## config.mk

```make
export PLATFORM = sky130hd
export DESIGN_NAME = quad_generator
export DESIGN_NICKNAME = d
export VERILOG_FILES = /design/src/rtl/quad_generator.sv
export SDC_FILE = /design/constraint.sdc
export NUM_CORES = 1
export LEC_CHECK = 0
export BUFFER_PORTS_ARGS = -buffer_cell sky130_fd_sc_hd__buf_2
export CAP_MARGIN = 20
export CORE_MARGIN = 5
export CORE_UTILIZATION = 45
export CTS_BUF_LIST = sky130_fd_sc_hd__clkbuf_8 sky130_fd_sc_hd__clkbuf_16
export CTS_CLUSTER_DIAMETER = 100
export DETAILED_ROUTE_END_ITERATION = 6
export PLACE_DENSITY_LB_ADDON = 0.3
export SYNTH_ARGS = -nofsm -noshare
export SYNTH_HDL_FRONTEND = slang
export SYNTH_SLANG_ARGS = --single-unit
```

## constraint.sdc

```tcl
create_clock -name clk -period 4.33 [get_ports clk]
set_clock_uncertainty 0.15 [all_clocks]
set_input_delay 0.433 -clock clk [delete_from_list [all_inputs] [get_ports clk]]
set_output_delay 0.433 -clock clk [all_outputs]
set_load 0.01 [all_outputs]
```

## src/rtl/quad_generator.sv

```systemverilog
// -----------------------------------------------------------------------------
// quad_generator
//
// Transmit side of the rotary-encoder interface. A target position is
// accepted through a valid/ready handshake. The a/b phase lines are then
// stepped one edge at a time, one edge every STEP_CYCLES clocks, until the
// emitted position equals the target. The move takes the shortest path
// around the 8-bit ring. A distance of exactly 128 resolves to reverse.
//
// Optional feature: define QUAD_INDEX_EN to generate the registered index
// output z. z is high whenever position==0 with the phases at rest (a==b).
// When the macro is undefined, z is tied low.
// -----------------------------------------------------------------------------
module quad_generator #(
  parameter int unsigned STEP_CYCLES = 4
) (
  input  logic       clk,
  input  logic       reset_n,
  input  logic [7:0] target,
  input  logic       target_valid,
  output logic       target_ready,
  output logic       a,
  output logic       b,
  output logic [7:0] position,
  output logic       busy,
  output logic       done,
  output logic       z
);

  typedef enum logic [1:0] {
    IDLE   = 2'd0,
    MID    = 2'd1,
    SETTLE = 2'd2
  } state_t;

  localparam logic [7:0] TIMER_RELOAD = 8'(STEP_CYCLES - 1);

  state_t     state;
  state_t     state_d;
  logic [7:0] goal;
  logic [7:0] timer;
  logic       start_q;      // goal differed from position on the previous cycle
  logic       dir_rev_q;    // direction of the count currently in flight

  logic [7:0] delta;
  logic       dir_rev;
  logic       count_edge;   // first edge of a count: moves position
  logic       second_edge;  // second edge of a count: phases back to rest
  logic       timer_reload;
  logic       timer_dec;
  logic       pulse_done;
  logic       accept;

  logic       a_d;
  logic       b_d;
  logic [7:0] position_d;

  // Shortest-path direction. A top bit set means 128..255, which is reverse.
  assign delta   = goal - position;
  assign dir_rev = delta[7];
  assign accept  = target_valid && target_ready;

  // State register.
  // NOTE: clocked processes use non-blocking assignments only. Every
  // register then samples the pre-edge values of the others, so the
  // order of the statements does not matter.
  always_ff @(posedge clk or negedge reset_n) begin
    if (!reset_n) begin
      state <= IDLE;
    end else begin
      state <= state_d;
    end
  end

  // Next-state and step decisions.
  // NOTE: every signal written here gets a default first. Any path that
  // leaves one unassigned would otherwise infer a latch.
  always_comb begin
    state_d      = state;
    count_edge   = 1'b0;
    second_edge  = 1'b0;
    timer_reload = 1'b0;
    timer_dec    = 1'b0;
    pulse_done   = 1'b0;
    unique case (state)
      IDLE: begin
        // start_q adds the cycle between acceptance and the first edge.
        if (start_q && (goal != position)) begin
          count_edge   = 1'b1;
          timer_reload = 1'b1;
          state_d      = MID;
        end
      end
      MID: begin
        if (timer == 8'd0) begin
          second_edge  = 1'b1;
          timer_reload = 1'b1;
          state_d      = SETTLE;
        end else begin
          timer_dec = 1'b1;
        end
      end
      SETTLE: begin
        if (timer == 8'd0) begin
          if (goal != position) begin
            count_edge   = 1'b1;
            timer_reload = 1'b1;
            state_d      = MID;
          end else begin
            pulse_done = 1'b1;
            state_d    = IDLE;
          end
        end else begin
          timer_dec = 1'b1;
        end
      end
      default: state_d = IDLE;
    endcase
  end

  // Next phase and position values.
  // Forward: the count edge toggles a and the second edge toggles b.
  // Reverse: the roles of a and b swap.
  always_comb begin
    a_d        = a;
    b_d        = b;
    position_d = position;
    if (count_edge) begin
      if (!dir_rev) begin
        a_d        = ~a;
        position_d = position + 8'd1;
      end else begin
        b_d        = ~b;
        position_d = position - 8'd1;
      end
    end else if (second_edge) begin
      if (!dir_rev_q) begin
        b_d = ~b;
      end else begin
        a_d = ~a;
      end
    end
  end

  // Datapath registers: goal, timer, phases, position and done pulse.
  always_ff @(posedge clk or negedge reset_n) begin
    if (!reset_n) begin
      goal      <= 8'd0;
      timer     <= 8'd0;
      start_q   <= 1'b0;
      dir_rev_q <= 1'b0;
      a         <= 1'b0;
      b         <= 1'b0;
      position  <= 8'd0;
      done      <= 1'b0;
    end else begin
      if (accept) begin
        goal <= target;
      end
      if (timer_reload) begin
        timer <= TIMER_RELOAD;
      end else if (timer_dec) begin
        timer <= timer - 8'd1;
      end
      if (count_edge) begin
        dir_rev_q <= dir_rev;
      end
      start_q  <= (goal != position);
      a        <= a_d;
      b        <= b_d;
      position <= position_d;
      done     <= pulse_done;
    end
  end

  // Status outputs derived from the registered state.
  always_comb begin
    busy         = (state != IDLE);
    target_ready = (state == IDLE) && (goal == position);
  end

`ifdef QUAD_INDEX_EN
  // Index mark: registered from the same next values as a, b and position.
  always_ff @(posedge clk or negedge reset_n) begin
    if (!reset_n) begin
      z <= 1'b0;
    end else begin
      z <= (position_d == 8'd0) && (a_d == b_d);
    end
  end
`else
  assign z = 1'b0;
`endif

endmodule
```

# Word-level counts from Yosys, hierarchy flattened
# Cells that the tools add are included.
op_classes:
  addsub: 4
  n_eq_ne: 10
  muxes: 28
  bitwise_logic: 2
  n_reduce_logical: 13
ops:
  columns: ["operator", "count"]
  rows:
  - ["two-way mux 8 bit", 3]
  - ["two-way mux 1 bit", 19]
  - ["subtractor 8 x 1 -> 8 bit, second input constant", 2]
  - ["inequality test 2 bit, second input constant", 5]
  - ["AND reduction 3 bit", 3]
  - ["adder 8 x 1 -> 8 bit, second input constant", 1]
  - ["equality test 8 bit", 1]
  - ["logical NOT 8 bit", 1]
  - ["inequality test 8 bit", 1]
  - ["nonzero test 2 bit", 4]
  - ["subtractor 8 bit", 1]
  - ["two-way mux 2 bit", 3]
  - ["case mux 2 bit (3 select lines)", 1]
  - ["logical AND 1 bit", 3]
  - ["case mux 1 bit (3 select lines)", 1]
  - ["equality test 2 x 1 -> 1 bit, second input constant", 1]
  - ["equality test 2 bit, second input constant", 1]
  - ["logical NOT 2 bit", 1]
  - ["inequality test 2 x 1 -> 1 bit, second input constant", 1]
  - ["inverter 1 bit", 2]
  - ["case mux 1 bit (2 select lines)", 1]
  - ["OR reduction 2 bit", 1]
word_totals:
  register_bits: 31
  input_bits: 11
  output_inout_bits: 14
  elab_cells: 66

# Longest topological paths before layout
depth:
  word_depth: 6
  depth_mapped: 13
  mapped_depth_nobuf: 13

# Worst setup path after synthesis
# Ideal clock, no wire load.
synth_path:
  path_type: "flip-flop to flip-flop"
  startpoint: "reg position[6]"
  endpoint: "reg position[7]"
  setup_ps: 79
  t_arrival_ps: 3031
  required_ps: 4101
  slack_ps: 1070
  stages_incl_launch_ff: 14
  path_buffers: 0
  path_cell_list: "dfrtp_1 -> inv_1 -> ha_1 -> nand4_1 -> a21oi_1 -> nor2_1 -> xor2_1 -> ha_1 -> a2111oi_0 -> o211ai_1 -> nand2_1 -> nand2_1 -> mux2i_1 -> xor2_1"
synth_between:
  word_cells_on_any_way: 10
  cone_classes: "add/sub (3); eq/ne (1); mux (5); reduce/logical (1)"
synth_lines:
  columns: ["element", "line_no", "rtl"]
  rows:
  - ["start, declared", "24", "output logic [7:0] position,"]
  - ["start signal, assigned", "171", "position <= position_d;"]
  - ["subtractor 8 bit", "59", "assign delta = goal - position;"]
  - ["net delta[7]", "45", "logic [7:0] delta;"]
  - ["two-way mux 8 bit", "129", "if (!dir_rev) begin"]
# The timed path passes the listed nets, and every way through them passes these cells.
# A chain may end at the register's enable or synchronous reset.

# Final worst setup path
# Ends and elaborated chain as after synthesis.

==> impl.org <==
** Run status
- The flow ran to the end, and the final reports show no timing, DRC or antenna violations.

** Final layout
- Layout overhead on the synthesized area :: 15.17%
- Share of layout cells above drive strength 1 :: 23.56%
- At the end of the flow, the number of nets in the layout was 237.
- The finished cells cover 0.002147 mm^2.
- Antenna diode count :: 0
- The sequential cells in the finished layout cover a total of 775.7 um^2.
- Finished Core Util :: 53.68%
- Count of filler cells inserted in the layout :: 369
- Area used by multi-input combinational logic :: 0.001016 mm^2

** Setup path
- Crit-path max FO :: 11
- On the worst path, the slowest cell contributes a delay of about 450 ps.
- Start-to-end type of the worst setup path :: reg2reg
- Critical Path, Cell by Cell :: inv_1 > ha_1 > nand4_1 > a21oi_1 > nor2_1 > xor2_1 > buf_4 > ha_1 > a2111oi_0 > o211ai_1 > nand2_1 > nand2_1 > mux2i_1 > xor2_1
- Worst path buffer plus inverter count :: 2
- Data required time of the worst path :: 4390 ps
- Kind of end point of the critical path :: register
- Critical path launch point type :: register
- Critical path arrival :: approximately 3300 ps
- Among all stages on the critical path, the largest delay is contributed by sky130_fd_sc_hd__a2111oi_0.
- CP delay by family, top :: compound AO/OA/AOI/OAI gates

** Drt
- After detailed routing, the average wire length per cell comes to between 10 and 15 um.
- Number of violations reported at the end of detailed-routing iteration 0 :: 50
- Number of detailed-routing iterations run before antenna repair :: 4
- Count of unresolved DRC violations after routing :: 0
- Once detail routing completed, the nets flagged for antenna violations numbered 0.
- Detailed routing inserted a total of 1334 vias.
- DR vias/cell :: 5.171
- Final WL :: 3.694 mm

** Clock network
- The number of hold buffers added after CTS was 0.
- CTS Root Cell :: sky130_fd_sc_hd__clkbuf_8
- Total clock buffers created by CTS :: 5
- Clock-pin slew of the registers on the worst-case setup and hold paths :: 80 ps
- H-tree lvl count :: 2
- The later pin in the worst-skew pair is clocked with a latency of 290 ps.
- Post-cts resize count :: 0
- The clock passes through at most 2 buffers.
- TritonCTS clock tree :: done
- Once the clock tree was built, the setup fixing pass inserted 0 buffers.
- The tree built by TritonCTS fans out to 31 sinks.

** Job
- Max-cap violations in this run came to 0.

** Global route
- The first global-routing pass estimated 6.658 mm of wire.
- Initial antenna violation count :: 0
- For this run the aggregate overflow at the end of global routing stands at 0.
- Total global-route track usage :: around 16%
- Largest net degree at the start of global routing :: 32
- The via count of the first global-routing pass came to 1413.

** Synth
- Post-synthesis adder-cell area fraction :: a little over an eighth
- Leading cell types by total area after synthesis :: sky130_fd_sc_hd__dfrtp_1, sky130_fd_sc_hd__ha_1, sky130_fd_sc_hd__xor2_1
- Share of synthesized area spent on multiplexers :: ~7.6%
- Yosys top cell by area :: sky130_fd_sc_hd__dfrtp_1
- Most repeated cell in the gate-level netlist after synthesis :: sky130_fd_sc_hd__dfrtp_1
- Async set-reset flop share out of synthesis :: 100.0%
- Area fraction in and, or, nand and nor cells after synthesis :: 16.58%
- Post-synth EDFFs :: 0
- The synthesized netlist devotes 8.389% of its cell area to XOR and XNOR gates.
- After synthesis, the largest area contributor takes up 41.61% of total cell area.
- Total nets after synthesis :: 209
- The mapped netlist covers 0.001864 mm^2.
- Flip-flop and latch count after synthesis :: 31
- The cell count after synthesis came out at 179.
- Mapped Avg Cell Area :: 10.42 um^2
- Compound-gate portion of the synthesized area :: 8.591%
- Yosys printed 0 warnings.
- Sorting the synthesized cells by how often they occur yields sky130_fd_sc_hd__dfrtp_1, sky130_fd_sc_hd__ha_1, sky130_fd_sc_hd__inv_1, sky130_fd_sc_hd__nand2_1.
- Top_reg_cell synth :: sky130_fd_sc_hd__dfrtp_1
- By area, the combinational part of the netlist is dominated by simple AND/OR/NAND/NOR gates.
- Sequential elements use 41.61% of the synthesized area.
- After synthesis, the netlist uses 44 different library cells.

** Die
- Die boundary height :: roughly 74 um
- Standard cell core area :: 0.004000 mm^2
- During I/O placement, the number of pins put on the boundary was 25.
- Num rows :: 23
- The die covers roughly 0.0055 mm^2.
- Once the floorplan was initialized, standard cells occupied 46.61% of the core.
- X dimension of the die :: 74.37 um

** STA
- For the finished layout, the period the worst path requires is between 3000 and 4000 ps.
- Number of pins exceeding their max-slew limit in the final report :: 0
- For the pin with the worst max-slew slack, the measured transition is between 600 and 700 ps.
- Worst slew margin :: 53.83%
- RSZ-0062 raised after global routing :: no
- Final-layout setup total negative slack :: 0 ps
- Setup violations remaining at the end of the flow were counted as 0.
- Fraction of the cycle the final worst path needs :: 75.05%
- The number of endpoints with negative hold slack in the final report came to 0.
- Maximum frequency from static timing analysis :: approximately 0.31 GHz
- Worst slack on hold paths :: approximately 36 ps

** Placed design
- Buffers placed on the I/O ports in this run total 23.
- Placer Congestion :: 0.8901
- Summing all placed instances gives a cell area of 0.002029 mm^2.
- Final HPWL DP :: between 2 and 3 mm

** Hold path
- In this run the worst hold path is classified as in2async.
-- worst reg2reg max path, stage by stage (launching register included) --
cell and delay [ps]:
sky130_fd_sc_hd__dfrtp_1 370, sky130_fd_sc_hd__inv_1 60, sky130_fd_sc_hd__ha_1 330, sky130_fd_sc_hd__nand4_1 190, sky130_fd_sc_hd__a21oi_1 190, sky130_fd_sc_hd__nor2_1 80, sky130_fd_sc_hd__xor2_1 140, sky130_fd_sc_hd__buf_4 190
sky130_fd_sc_hd__ha_1 350, sky130_fd_sc_hd__a2111oi_0 450, sky130_fd_sc_hd__o211ai_1 180, sky130_fd_sc_hd__nand2_1 90, sky130_fd_sc_hd__nand2_1 50, sky130_fd_sc_hd__mux2i_1 180, sky130_fd_sc_hd__xor2_1 160
-- kinds of logic after synthesis --
| family | after synthesis |
|---|---|
| AO/OA/AOI/OAI | 27 |
| XOR/XNOR | 17 |
| adder cells (fa/ha/maj) | 19 |
| buffers and inverters | 17 |
| flip-flops | 31 |
| multiplexers | 13 |
| other | 1 |
| AND/OR/NAND/NOR | 54 |
-- layout by cell type (no fill, tap or decap), types with 2 or more instances in the layout --
cell type                  count
sky130_fd_sc_hd__a21oi_1       9
sky130_fd_sc_hd__and3_1        2
sky130_fd_sc_hd__buf_2        23
sky130_fd_sc_hd__clkbuf_8      6
sky130_fd_sc_hd__dfrtp_1      31
sky130_fd_sc_hd__ha_1         18
sky130_fd_sc_hd__inv_1        13
sky130_fd_sc_hd__mux2_2        8
sky130_fd_sc_hd__mux2i_1       4
sky130_fd_sc_hd__nand2_1      13
sky130_fd_sc_hd__nand3_1       7
sky130_fd_sc_hd__nand4_1       2
sky130_fd_sc_hd__nor2_1       12
sky130_fd_sc_hd__nor3_1        3
sky130_fd_sc_hd__o21ai_0       3
sky130_fd_sc_hd__o21ai_1       7
sky130_fd_sc_hd__or4_1         3
sky130_fd_sc_hd__xnor2_1       4
sky130_fd_sc_hd__xor2_1       12
-- flip-flops by register name, summed over array words and instances, names as in the netlist --
signal and cells:
a 1, position 8, start_q 1, b 1, timer 8, goal 8, done 1, state 2
dir_rev_q 1
-- cell type report --
type,count,area share (%)
Multi-Input combinational cell,131,47.32
Sequential cell,31,36.13
Timing Repair Buffer,24,5.711
Clock buffer,6,3.846
Tap cell,50,2.914
Inverter,14,2.448
Clock inverter,2,1.632
-- metal layers --
metal	wire [um]	vias up	share of wire [%]	track usage, %
met5	0	-	0	0
met4	63	0	1.7	6.522
met3	129	7	3.5	3.784
met2	1652	23	45	22.54
met1	1850	624	50	22.63
li1	-	680	-	-
-- path summary, 6_finish.rpt --
path,startpoint,to,slack (ps),cells after the start
setup / recovery,position[6],position[7],1080,14
hold / removal,reset_n,position[2],40,1
setup reg to reg,position[6],position[7],1080,14
hold reg to reg,b,b,320,1
max in group asynchronous,reset_n,timer[2],3540,1
min in group clk,target[0],goal[0],210,3
-- through the flow --
stage	std cells	setup slack, ps
floorplan	179	1070
global placement	250	1200
detailed placement	250	1162
CTS	258	1146
global route	258	883.1
finish	258	1080
Power is left out: the tool's default activity adds up to more than one toggle a clock period on the data nets, which glitch-free logic cannot reach.
